`config.mk`:
```
export PLATFORM = sky130hd
export DESIGN_NAME = systolic_feed_ctrl
export DESIGN_NICKNAME = d
export VERILOG_FILES = /design/src/rtl/matmul_pkg.sv /design/src/rtl/systolic_feed_ctrl_step_counter.sv /design/src/rtl/systolic_feed_ctrl.sv
export SDC_FILE = /design/constraint.sdc
export NUM_CORES = 1
export LEC_CHECK = 0
export BUFFER_PORTS_ARGS = -buffer_cell sky130_fd_sc_hd__buf_2
export CORE_ASPECT_RATIO = 1.4
export CORE_MARGIN = 2
export CORE_UTILIZATION = 35
export CTS_BUF_LIST = sky130_fd_sc_hd__clkbuf_8
export DETAILED_ROUTE_END_ITERATION = 12
export GPL_ROUTABILITY_DRIVEN = 0
export SYNTH_ARGS = -nofsm -noshare
export SYNTH_HDL_FRONTEND = slang
export SYNTH_HIERARCHICAL = 1
export SYNTH_SLANG_ARGS = --single-unit
export TNS_END_PERCENT = 10
```
`constraint.sdc`:
```
create_clock -name clk -period 2.89 [get_ports clk]
set_input_delay 0.4335 -clock clk [delete_from_list [all_inputs] [get_ports clk]]
set_output_delay 0.4335 -clock clk [all_outputs]
set_load 0.01 [all_outputs]
```
`src/rtl/matmul_pkg.sv`:
```
// Shared types and sizing helpers for the systolic matrix-multiplier datapath.
// Used by the feed controller, the skew registers and the PE array.
//   ctrl_state_t : feed-controller state encoding
//   flush_len    : cycles needed to drain the skew pipeline and PE latency
//   cnt_width    : bits for a counter that must hold 0..max_val
//   addr_width   : bits to address depth entries
package matmul_pkg;

    typedef enum logic [2:0] {
        IDLE,
        CLEAR,
        FEED,
        FLUSH,
        DONE
    } ctrl_state_t;

    function automatic int flush_len(input int n, input int pe_lat);
        return 2 * (n - 1) + pe_lat;
    endfunction

    function automatic int cnt_width(input int max_val);
        return (max_val < 1) ? 1 : $clog2(max_val + 1);
    endfunction

    function automatic int addr_width(input int depth);
        return (depth < 2) ? 1 : $clog2(depth);
    endfunction

endpackage

```
`src/rtl/systolic_feed_ctrl_step_counter.sv`:
```
// step_counter: loadable up-counter with synchronous clear and a terminal-count
// flag that compares against a run-time limit.
//   clk, reset : clock, synchronous active-high reset
//   clr        : return count to zero (wins over ld/en)
//   ld, ld_val : load an arbitrary start value
//   en         : advance by one
//   limit      : terminal value
//   count      : current value
//   tc         : count == limit
module step_counter #(
    parameter int W = 4
) (
    input  logic         clk,
    input  logic         reset,
    input  logic         clr,
    input  logic         ld,
    input  logic [W-1:0] ld_val,
    input  logic         en,
    input  logic [W-1:0] limit,
    output logic [W-1:0] count,
    output logic         tc
);

    always_ff @(posedge clk) begin
        if (reset || clr) begin
            count <= '0;
        end else if (ld) begin
            count <= ld_val;
        end else if (en) begin
            count <= count + W'(1);
        end
    end

    assign tc = (count == limit);

endmodule

```
`src/rtl/systolic_feed_ctrl.sv`:
```
// systolic_feed_ctrl: sequences one tile product of the N x N systolic array.
// Clears the skew registers and accumulators, streams K operand beats, drains
// the pipeline, then pulses done. Every output is registered.
//   clk, reset : clock, synchronous active-high reset
//   start      : job request (accepted in IDLE or DONE)
//   k_len      : inner dimension, clamped to K_MAX when latched
//   hold       : stall FEED/FLUSH progress
//   abort      : cancel a running job
//   sr_clear   : skew-register sync reset
//   shift      : skew-register shift enable
//   feed_valid : 1 = buffer data, 0 = inject zeros
//   k_idx      : A column / B row read address
//   acc_clear  : accumulator clear
//   acc_en     : accumulate enable
//   busy       : job in progress
//   done       : one-cycle completion pulse
//
// state | meaning
// IDLE  | waiting for start
// CLEAR | one cycle: clear skew registers and accumulators
// FEED  | stream K operand beats, one per non-held cycle
// FLUSH | shift zeros until the last product has reached the accumulators
// DONE  | completion pulse; start here chains the next job
module systolic_feed_ctrl
    import matmul_pkg::*;
#(
    parameter int N      = 4,
    parameter int K_MAX  = 64,
    parameter int PE_LAT = 1
) (
    input  logic                         clk,
    input  logic                         reset,
    input  logic                         start,
    input  logic [$clog2(K_MAX+1)-1:0]   k_len,
    input  logic                         hold,
    input  logic                         abort,
    output logic                         sr_clear,
    output logic                         shift,
    output logic                         feed_valid,
    output logic [$clog2(K_MAX)-1:0]     k_idx,
    output logic                         acc_clear,
    output logic                         acc_en,
    output logic                         busy,
    output logic                         done
);

    localparam int KL_W = $clog2(K_MAX + 1);
    localparam int KI_W = $clog2(K_MAX);
    localparam int F    = flush_len(N, PE_LAT);
    localparam int FC_W = cnt_width(F);
    localparam logic [KL_W-1:0] K_MAX_V = KL_W'(K_MAX);
    localparam logic [FC_W-1:0] F_V     = FC_W'(F);

    ctrl_state_t     state;
    logic [KL_W-1:0] k_len_q;
    logic [KL_W-1:0] k_len_lim;
    logic [KL_W-1:0] k_count;
    logic [FC_W-1:0] flush_cnt_unused;
    logic            k_tc;
    logic            f_tc;
    logic            accept;
    logic            k_en;
    logic            f_en;

    assign k_len_lim = (k_len > K_MAX_V) ? K_MAX_V : k_len;
    assign accept    = ((state == IDLE) || (state == DONE)) && start;

    // k_count is the number of beats already issued. Beat 0 is issued on the
    // CLEAR -> FEED edge, so FEED never opens with an idle cycle.
    assign k_en = !abort && ((state == CLEAR) || ((state == FEED) && !hold && !k_tc));

    // The first flush shift is issued on the edge that leaves FEED.
    assign f_en = !abort && !hold &&
                  (((state == FEED) && k_tc) || ((state == FLUSH) && !f_tc));

    step_counter #(.W(KL_W)) u_k_cnt (
        .clk    (clk),
        .reset  (reset),
        .clr    (accept),
        .ld     (1'b0),
        .ld_val ('0),
        .en     (k_en),
        .limit  (k_len_q),
        .count  (k_count),
        .tc     (k_tc)
    );

    // Only the terminal count of the flush counter drives decisions.
    step_counter #(.W(FC_W)) u_f_cnt (
        .clk    (clk),
        .reset  (reset),
        .clr    (accept),
        .ld     (1'b0),
        .ld_val ('0),
        .en     (f_en),
        .limit  (F_V),
        .count  (flush_cnt_unused),
        .tc     (f_tc)
    );

    always_ff @(posedge clk) begin
        if (reset) begin
            state      <= IDLE;
            k_len_q    <= '0;
            k_idx      <= '0;
            sr_clear   <= 1'b0;
            shift      <= 1'b0;
            feed_valid <= 1'b0;
            acc_clear  <= 1'b0;
            acc_en     <= 1'b0;
            busy       <= 1'b0;
            done       <= 1'b0;
        end else begin
            sr_clear   <= 1'b0;
            shift      <= 1'b0;
            feed_valid <= 1'b0;
            acc_clear  <= 1'b0;
            acc_en     <= 1'b0;
            busy       <= 1'b0;
            done       <= 1'b0;
            case (state)
                IDLE, DONE: begin
                    if (start) begin
                        if (k_len != '0) begin
                            k_len_q   <= k_len_lim;
                            state     <= CLEAR;
                            sr_clear  <= 1'b1;
                            acc_clear <= 1'b1;
                            busy      <= 1'b1;
                        end else begin
                            state <= DONE;
                            done  <= 1'b1;
                        end
                    end else begin
                        state <= IDLE;
                    end
                end
                CLEAR: begin
                    if (abort) begin
                        state    <= IDLE;
                        sr_clear <= 1'b1;
                    end else begin
                        state      <= FEED;
                        busy       <= 1'b1;
                        shift      <= 1'b1;
                        feed_valid <= 1'b1;
                        acc_en     <= 1'b1;
                        k_idx      <= KI_W'(k_count);
                    end
                end
                FEED: begin
                    if (abort) begin
                        state    <= IDLE;
                        sr_clear <= 1'b1;
                    end else if (k_tc) begin
                        state  <= FLUSH;
                        busy   <= 1'b1;
                        shift  <= !hold;
                        acc_en <= !hold;
                    end else begin
                        busy       <= 1'b1;
                        shift      <= !hold;
                        feed_valid <= !hold;
                        acc_en     <= !hold;
                        if (!hold) begin
                            k_idx <= KI_W'(k_count);
                        end
                    end
                end
                FLUSH: begin
                    if (abort) begin
                        state    <= IDLE;
                        sr_clear <= 1'b1;
                    end else if (f_tc) begin
                        state <= DONE;
                        done  <= 1'b1;
                    end else begin
                        busy   <= 1'b1;
                        shift  <= !hold;
                        acc_en <= !hold;
                    end
                end
                default: begin
                    state <= IDLE;
                end
            endcase
        end
    end

endmodule

```
==> metrics.cfg <==
[sta]
period_share_pct = 75.1
finalHoldViolations = 0
rsz0062_at_grt = no
relSlewSlack_pct = 49.9
worst_pin_slew_ps = 742
fmax_mhz = 461
finalSetupTns_ps = 0
fin_crit_ps = 2170
setup_violations = 0
drv_slew = 0
setup_ws_ps = 719
skew_ps = 4.84

[logic_synthesis]
synth_ff_type = dfxtp_1
synth_edf_count = 0
yosysMostFrequentCell = dfxtp_1
synth.distinct_cells = 44
yosysTopAreaCellShare_pct = 39.7
ys_ff_latch = 32
yosysTopAreaCell = dfxtp_1
synth_commonest_cells = dfxtp_1 (32), nand2b_1 (19), o21ai_0 (11)
syn_area_sq_um = 1610
ys_async_sr_fraction_pct = 0
seq_area_frac_synth_pct = 39.7
ys_top_cells_by_area = dfxtp_1 (40%), nand2b_1 (7.4%), mux2i_1 (5.0%)
synth_cells = 176
avgSynthCellArea_sq_um = 9.16
synth_warnings = 6

[cells_and_area]
area_growth_pct = 22.4
layout-drive-gt1-share_pct = 17.2
nFillCells = 477
nNetsFinal = 240
diodes = 0
design_area_sq_um = 1970

[setup_path]
crit_required_ps = 3070
cp_max_fo = 11
crit_type = reg2reg
r2r-start = u_k_cnt/count[3]
r2r-end = u_k_cnt/count[1]
worstSetupEndpointType = register
reg2reg_slack_ps = 720
cp-start-kind = register
arrival_ps = 2350
rr_worst_depth = 8

[clock_tree]
numCtsBuffers = 5
cts_tree = done
cts_max_path_buffers = 2
clk_pin_slew_worst_paths_ps = 70
root_buffer = clkbuf_8
clkSinkCount = 32
clock_latency_ps = 280
ctsResizeCount = 0
holdBufCountCts = 0
cts_setup_buffers = 0
h-tree-depth = 2

[die]
start_util_pct = 35.8
dieArea_sq_um = 5170
die_h_um = 84.3
rows = 29
die_x_um = 61.4
core_area_sq_um = 4500
io_pins = 25

[routing]
drtIter0Drc = 47
viasPerCell = 4.58
wl_mm = 3.26
final_antenna_net_count = 0
dr.pass1.iters = 4
avgRoutedWirePerCell_um = 11.3
num_vias = 1325
drc = 0

[placement]
place.port_buffers = 24
place_hpwl_mm = 2.49
placed_cell_area_sq_um = 1880
dp_slack_ps = 734

[global_routing]
grt_use_total_pct = 13.9
antenna_found_initial = 0
overflow = 0
grt_pass1_vias = 1188
grt_pass1_wl_mm = 5.30
grt_max_degree = 38

[pwr]
peakVddDrop_mv = 0.178
static-leakage-power_nw = 0.803
power_density_nw_per_um2 = 478
fin_total_pwr_mw = 0.945

[outcome]
status = finished, final reports clean

[run]
drv_cap = 0

[worst_hold_path]
hold_path.class = in2reg
holdPathEnd = k_len_q[4]
hold-path-cell-count = 3
hold_start = k_len[4]

## per-layer routing
layer	GRT usage, %	share of wire, %	up-vias
met5	0	0	-
met4	6.96	2.2	0
met2	23.9	54	20
met3	3.70	3.6	6
met1	15.1	40	602
li1	-	-	697
## sequential cells by signal, summed over array words and instances, names as in the netlist
register,flops
u_k_cnt/count,7
acc_en,1
state,3
sr_clear,1
k_idx,6
k_len_q,7
u_f_cnt/count,3
done,1
acc_clear,1
feed_valid,1
busy,1
## cell usage in the layout (no fill, tap or decap), types with 3 or more instances in the layout
cell type	n
conb_1	26
nor2_1	9
xor2_1	9
buf_2	24
a21oi_1	7
o32ai_1	4
mux2i_1	8
nand2_1	4
clkbuf_8	6
dfxtp_1	32
nand3_1	6
buf_4	3
inv_1	8
nand2b_1	19
nand3b_1	3
o21ai_0	11
nand4_1	4
nor2b_1	5
xnor2_1	7
## worst max-delay path, cell delays in order (launching register included)
cell and delay (ps):
dfxtp_1 470, xor2_1 180, nor4_1 80, nor4b_1 240
o21a_1 450, buf_4 230, mux2i_1 180, o21ai_0 90
and2_1 150
## area by class of cell
| type | instances | area [sq um] | share of cell area (%) |
|---|---|---|---|
| clock buffer | 6 | 82.6 | 4.18 |
| clock inverter | 2 | 7.51 | 0.380 |
| inverter | 6 | 22.5 | 1.14 |
| multi-input combinational | 154 | 1000 | 50.7 |
| sequential | 32 | 641 | 32.4 |
| tap | 62 | 77.6 | 3.93 |
| timing repair buffer | 27 | 143 | 7.22 |
## report_power, final
| part | total (mW) | switching (mW) | internal [mW] |
|---|---|---|---|
| clock network | 0.343 | 0.156 | 0.187 |
| logic | 0.122 | 0.0647 | 0.0576 |
| registers | 0.480 | 0.0196 | 0.460 |
## cell families (layout without fill, tap and decap cells)
family | Yosys count | in the layout | synth area share [%]
AO/OA/AOI/OAI | 35 | 35 | 15.8
XOR/XNOR | 16 | 16 | 8.69
adder cells (fa/ha/maj) | 2 | 2 | 1.55
buffers and inverters | 14 | 41 | 3.80
flip-flops | 32 | 32 | 39.7
multiplexers | 8 | 8 | 4.97
other | 2 | 26 | 0.466
AND/OR/NAND/NOR | 67 | 67 | 25.0
## metrics by stage
step	std cells	hold slack (ps)	utilization, %
floorplan	200	462	-
global placement	281	469	41.9
detailed placement	281	467	41.9
CTS	289	436	43.9
global route	289	452	43.9
finish	289	442	43.9
## how the worst max path moves through the flow
stage,from,end,slack (ps)
after floorplan,u_k_cnt/count[2],u_k_cnt/count[5],890
after global placement,u_k_cnt/count[3],u_k_cnt/count[1],760
after detailed placement,u_k_cnt/count[3],u_k_cnt/count[1],730
after CTS,u_k_cnt/count[0],u_f_cnt/count[1],720
after global routing,u_k_cnt/count[2],u_f_cnt/count[1],470
final,u_k_cnt/count[3],u_k_cnt/count[1],720
Power figures use the tool's default switching activity.
